## config.mk

```make
export PLATFORM = sky130hd
export DESIGN_NAME = regfile_wb_arbiter
export DESIGN_NICKNAME = d
export VERILOG_FILES = /design/src/rtl/regfile_pkg.sv /design/src/rtl/wb_slot.sv /design/src/rtl/regfile_wb_arbiter.sv
export SDC_FILE = /design/constraint.sdc
export NUM_CORES = 1
export LEC_CHECK = 0
export ABC_AREA = 1
export CAP_MARGIN = 20
export CELL_PAD_IN_SITES_DETAIL_PLACEMENT = 2
export CELL_PAD_IN_SITES_GLOBAL_PLACEMENT = 2
export CORE_UTILIZATION = 24
export CTS_BUF_LIST = sky130_fd_sc_hd__clkbuf_2 sky130_fd_sc_hd__clkbuf_4 sky130_fd_sc_hd__clkbuf_8
export DETAILED_ROUTE_END_ITERATION = 8
export MAX_ROUTING_LAYER = met4
export PLACE_DENSITY = 0.85
export SETUP_SLACK_MARGIN = 0.5
export SLEW_MARGIN = 0
export SYNTH_ARGS = -nofsm -noshare
export SYNTH_HDL_FRONTEND = slang
export SYNTH_SLANG_ARGS = --single-unit
```

## constraint.sdc

```tcl
create_clock -name clk -period 2.3 [get_ports clk]
set_clock_uncertainty 0.1 [all_clocks]
set_input_delay 0.345 -clock clk [delete_from_list [all_inputs] [get_ports clk]]
set_output_delay 0.345 -clock clk [all_outputs]
set_load 0.005 [all_outputs]
```

## src/rtl/regfile_pkg.sv

```systemverilog
// Shared definitions for the register-file writeback arbiter and its slots.
package regfile_pkg;

  localparam int DATA_W_DEF = 32;
  localparam int ADDR_W_DEF = 5;

  // Register 0 is hardwired to zero, so writes to it are discarded.
  localparam int REG_ZERO = 0;

  // Identifies which writeback source owns a grant or the round-robin turn.
  typedef enum logic {
    SRC_A = 1'b0,
    SRC_B = 1'b1
  } src_e;

endpackage

```

## src/rtl/wb_slot.sv

```systemverilog
// One-entry writeback buffer: valid/ready intake, register-0 drop, age tag.
// The age bit is set when this slot loads while the other slot keeps an
// older entry, and cleared when the other slot loads behind this one.
module wb_slot
  import regfile_pkg::*;
#(
  parameter int DATA_W = DATA_W_DEF,
  parameter int ADDR_W = ADDR_W_DEF
) (
  input  logic              clk,
  input  logic              rst,
  input  logic              valid,
  output logic              ready,
  input  logic [ADDR_W-1:0] dst,
  input  logic [DATA_W-1:0] data,
  input  logic              grant,
  input  logic              other_holds,
  input  logic              other_loads,
  output logic              full,
  output logic              load,
  output logic              age,
  output logic [ADDR_W-1:0] held_reg,
  output logic [DATA_W-1:0] held_data
);

  logic accept;

  // A draining slot can refill on the same edge; ready never looks at valid.
  assign ready  = !full || grant;
  assign accept = valid && ready;
  assign load   = accept && (dst != ADDR_W'(REG_ZERO));

  // Occupancy and age tracking; a register-0 accept completes but stays empty.
  always_ff @(posedge clk) begin
    // NOTE: sequential state uses non-blocking assignments so every flop
    // samples the pre-edge values of its neighbours.
    if (rst) begin
      full <= 1'b0;
      age  <= 1'b0;
    end else if (accept) begin
      full <= load;
      if (load) age <= other_holds;
    end else if (grant) begin
      full <= 1'b0;
    end else if (other_loads && full) begin
      age <= 1'b0;
    end
  end

  // Payload capture on load.
  always_ff @(posedge clk) begin
    // NOTE: the payload is left unreset; it is only observed while full is
    // set, and full itself is reset.
    if (load) begin
      held_reg  <= dst;
      held_data <= data;
    end
  end

endmodule

```

## src/rtl/regfile_wb_arbiter.sv

```systemverilog
// Shares the register file write port between a single-cycle source (A) and
// a multi-cycle source (B) through one-entry slots and a round-robin arbiter.
module regfile_wb_arbiter
  import regfile_pkg::*;
#(
  parameter int DATA_W = DATA_W_DEF,
  parameter int ADDR_W = ADDR_W_DEF
) (
  input  logic                 clk,
  input  logic                 rst,
  input  logic                 a_valid,
  output logic                 a_ready,
  input  logic [ADDR_W-1:0]    a_reg,
  input  logic [DATA_W-1:0]    a_data,
  input  logic                 b_valid,
  output logic                 b_ready,
  input  logic [ADDR_W-1:0]    b_reg,
  input  logic [DATA_W-1:0]    b_data,
  output logic                 RegWrite,
  output logic [ADDR_W-1:0]    wr_reg,
  output logic [DATA_W-1:0]    wr_data,
  output logic [2**ADDR_W-1:0] pending
);

  logic              a_full, a_load, a_age;
  logic              b_full, b_load, b_age;
  logic [ADDR_W-1:0] a_held_reg, b_held_reg;
  logic [DATA_W-1:0] a_held_data, b_held_data;
  logic              grant_a, grant_b, contested;
  src_e              ptr, winner;

  wb_slot #(.DATA_W(DATA_W), .ADDR_W(ADDR_W)) u_slot_a (
    .clk         (clk),
    .rst         (rst),
    .valid       (a_valid),
    .ready       (a_ready),
    .dst         (a_reg),
    .data        (a_data),
    .grant       (grant_a),
    .other_holds (b_full && !grant_b),
    .other_loads (b_load),
    .full        (a_full),
    .load        (a_load),
    .age         (a_age),
    .held_reg    (a_held_reg),
    .held_data   (a_held_data)
  );

  wb_slot #(.DATA_W(DATA_W), .ADDR_W(ADDR_W)) u_slot_b (
    .clk         (clk),
    .rst         (rst),
    .valid       (b_valid),
    .ready       (b_ready),
    .dst         (b_reg),
    .data        (b_data),
    .grant       (grant_b),
    .other_holds (a_full && !grant_a),
    .other_loads (a_load),
    .full        (b_full),
    .load        (b_load),
    .age         (b_age),
    .held_reg    (b_held_reg),
    .held_data   (b_held_data)
  );

  // Grant selection from slot state only; same-register pairs drain oldest first.
  always_comb begin
    // NOTE: every combinationally assigned signal gets a default first so no
    // path through the block can infer a latch.
    contested = a_full && b_full;
    winner    = SRC_A;
    if (contested) begin
      if (a_held_reg == b_held_reg) winner = (a_age && !b_age) ? SRC_B : SRC_A;
      else                          winner = ptr;
    end else if (b_full) begin
      winner = SRC_B;
    end
    grant_a = a_full && (winner == SRC_A);
    grant_b = b_full && (winner == SRC_B);
  end

  // Round-robin pointer moves to the loser after every contested grant.
  always_ff @(posedge clk) begin
    if (rst)            ptr <= SRC_A;
    else if (contested) ptr <= (winner == SRC_A) ? SRC_B : SRC_A;
  end

  // Register file write port driven from the granted slot, zero when idle.
  always_comb begin
    RegWrite = 1'b0;
    wr_reg   = '0;
    wr_data  = '0;
    if (grant_a) begin
      RegWrite = 1'b1;
      wr_reg   = a_held_reg;
      wr_data  = a_held_data;
    end else if (grant_b) begin
      RegWrite = 1'b1;
      wr_reg   = b_held_reg;
      wr_data  = b_held_data;
    end
  end

  // Pending-write mask over buffered destinations, including one draining now.
  always_comb begin
    pending = '0;
    if (a_full) pending[a_held_reg] = 1'b1;
    if (b_full) pending[b_held_reg] = 1'b1;
    pending[REG_ZERO] = 1'b0;
  end

endmodule

```

==> results.json <==
{
  "setup_tns_ns": -54.50,
  "worst_setup_hold_path_clk_slew_ns": 0.09,
  "initial_util": 0.249,
  "power.combinational.fraction": 0.267,
  "io_pins": 150,
  "internal_power_mw": 2.57,
  "worstSetupStartpointType": "register",
  "post_synth_edffs": 74,
  "synth.top_cells.by_area": "sky130_fd_sc_hd__edfxtp_1 64%, sky130_fd_sc_hd__a22o_1 8.1%, sky130_fd_sc_hd__nand2_1 6.4%",
  "drt_iter0_drc": 135,
  "area_growth_pct": 103,
  "hold-worst-slack_ns": 0.405,
  "syn-mean-instance-area_um2": 12.0,
  "grt_max_degree": 19,
  "synth.distinct_cells": 29,
  "drtPass1Iterations": 4,
  "timing_worst_setup_path_type": "reg -> out",
  "most-common-layout-cells": "77 x sky130_fd_sc_hd__clkdlybuf4s50_1, 74 x sky130_fd_sc_hd__edfxtp_1, 66 x sky130_fd_sc_hd__buf_2, 58 x sky130_fd_sc_hd__buf_6, 46 x sky130_fd_sc_hd__buf_4",
  "synth_top_area_share": 0.639,
  "peak_supply_drop_uv": 383,
  "synth_async_sr_flop_share": 0,
  "place_inst": 649,
  "muxShareOfSynthArea": 0,
  "post_route_cells_drive_above_1_share": 0.567,
  "reg.largest.list": "u_slot_a.held_data x32, u_slot_b.held_data x32",
  "failing_checks": "setup timing",
  "worstPathMaxFanout": 6,
  "finalPower_mw": 3.61,
  "finalHoldViolations": 0,
  "fin_crit_ns": 3.03,
  "portBuffers": 148,
  "final_common_cell": "sky130_fd_sc_hd__clkdlybuf4s50_1",
  "detail-route-antenna-nets": 0,
  "setup_viol_count_final": 148,
  "antennaDiodeCount": 0,
  "fillerInstances": 1364,
  "postSynth.topFlopCell": "sky130_fd_sc_hd__edfxtp_1",
  "postSynthCellCount": 291,
  "dp_slack_ns": -0.454,
  "drt_drc_violations_left": 0,
  "grt_pass1_vias": 4156,
  "power_switching_share": 0.289,
  "grt_first_pass_wirelength_mm": 25.2,
  "post_synth_and_or_nand_nor_area_fraction": 0.140,
  "floorplan.die.height_um": 122,
  "yosys.area_share.adder": 0,
  "post_synthesis_compound_gate_area_fraction": 0.145,
  "synth.cell_area_mm2": 0.00348,
  "synth.yosys.warnings": 0,
  "leakage_nw": 3.09,
  "routed_wl_mm": 20.1,
  "core.rowCount": 43,
  "htree_num_levels": 3,
  "sequentialPowerShare": 0.474,
  "dp_hpwl_mm": 10.1,
  "run_status": "finished with violations",
  "setup_ws_ns": -0.730,
  "global_route.usage.total": 0.242,
  "grt_setup_unrepaired": "yes",
  "finish.utilization": 0.506,
  "timing.critical_path.required_ns": 1.86,
  "gr-total-overflow": 0,
  "power.density_mw_per_mm2": 511,
  "initial_antenna_violation_count": 0,
  "fin_area_mm2": 0.00708,
  "period_share": 1.32,
  "tightest_slew_ns": 0.529,
  "finish.net_count": 646,
  "cts.path.max_buffers": 2,
  "max_cap_viol_count": 0,
  "hold_path_class": "reg -> reg",
  "floorplan.core_area_mm2": 0.0140,
  "numCtsBuffers": 9,
  "ctsRootBufferMaster": "sky130_fd_sc_hd__clkbuf_8",
  "postSynthNetCount": 369,
  "synth_xor_area_frac": 0.00252,
  "synth_top_cell_by_area": "sky130_fd_sc_hd__edfxtp_1",
  "synth_sequential_area_ratio": 0.668,
  "cts_tree": "done",
  "detailed_place.area_mm2": 0.00553,
  "critical_path.endpoint_type": "output pin",
  "worst-endpoint-arrival_ns": 2.59,
  "clock-sinks": 79,
  "timing.max_slew.rel_slack": 0.647,
  "fmax_mhz": 330,
  "finalMaxSlewViolations": 0,
  "ratio_of_routed_vias_to_standard_cells": 4.92,
  "final-instance-count-excl-fill": 751,
  "post_drt_wl_per_cell_um": 26.7,
  "main_combinational_cell_family_by_area_after_synthesis": "compound AO/OA/AOI/OAI gates",
  "ys_ff_latch": 79,
  "total_switching_power_mw": 1.04,
  "clk-insertion-delay-late_ns": 0.37,
  "horiz_die_dim_um": 122,
  "clock_power_share": 0.259,
  "place.gp.congestion": 0.822,
  "dieArea_mm2": 0.0150,
  "via_count": 3696
}
## critical path, stage by stage (launching register included)
cell	delay, ns
sky130_fd_sc_hd__edfxtp_1	0.44
sky130_fd_sc_hd__inv_2	0.07
sky130_fd_sc_hd__nand2_2	0.09
sky130_fd_sc_hd__nand2_2	0.09
sky130_fd_sc_hd__nor2_4	0.16
sky130_fd_sc_hd__nand4_1	0.21
sky130_fd_sc_hd__nand3_4	0.19
sky130_fd_sc_hd__nand2_4	0.10
sky130_fd_sc_hd__inv_8	0.09
sky130_fd_sc_hd__nor2_8	0.05
sky130_fd_sc_hd__buf_6	0.12
sky130_fd_sc_hd__buf_12	0.12
sky130_fd_sc_hd__buf_16	0.13
sky130_fd_sc_hd__a22o_1	0.20
sky130_fd_sc_hd__buf_2	0.13
## cells by family after synthesis
| group | count (synthesis) |
|---|---|
| other | 1 |
| and+or+nand+nor | 103 |
| AOI/OAI and AO/OA | 75 |
| buffers and inverters | 32 |
| xor gates and xnor gates | 1 |
| DFF | 79 |
## power by group through the flow
stage / combinational [mW] / clock, mW / sequential [mW]
floorplan: 0.205 / 0 / 1.73
global placement: 0.581 / 0 / 1.73
detailed placement: 0.607 / 0 / 1.74
CTS: 0.777 / 0.911 / 1.71
global route: 1.00 / 1.00 / 1.72
finish: 0.963 / 0.937 / 1.71
## metal layers
| metal | routed length, um | up-vias | track usage |
|---|---|---|---|
| li1 | - | 1639 | - |
| met1 | 6690 | 1831 | 0.235 |
| met2 | 11300 | 179 | 0.451 |
| met3 | 1140 | 47 | 0.0702 |
| met4 | 949 | 0 | 0.0861 |
| met5 | 0 | - | - |
## cell type report
type | instances | area, um2 | area share
multi-input combinational | 180 | 1540 | 0.218
clock buffer | 9 | 124 | 0.0175
inverter | 24 | 121 | 0.0171
tap | 180 | 225 | 0.0318
timing repair buffer | 274 | 2710 | 0.383
sequential | 79 | 2320 | 0.328
clock inverter | 5 | 27.5 | 0.00389
## final timing paths
kind,start,endpoint,slack (ns),cells past startpoint
worst max-delay path,u_slot_a.held_reg[1],wr_data[30],-0.73,14
worst min-delay path,u_slot_b.age,u_slot_b.age,0.41,2
worst max register to register,u_slot_a.held_reg[1],u_slot_a.held_data[12],-0.48,17
worst min register to register,u_slot_b.age,u_slot_b.age,0.41,2
## synth_stat cells (all sizes together) (2+ instances only)
library cell  count
a21oi             3
o22ai             5
edfxtp           74
nand4             2
o21ai            35
nor2              8
inv              24
dfxtp             5
a22o             32
nor3             12
nand3            18
nand2            62
buf               7
## repair_timing
| action | in CTS | in global routing |
|---|---|---|
| cloned | 9 | 7 |
| hold buffers | 0 | 0 |
| resized for setup | 405 | 102 |
| setup buffers | 46 | 26 |
| pin swaps | 46 | 38 |
| endpoints found under the setup margin | 149 | 149 |
Power figures use the tool's default switching activity.
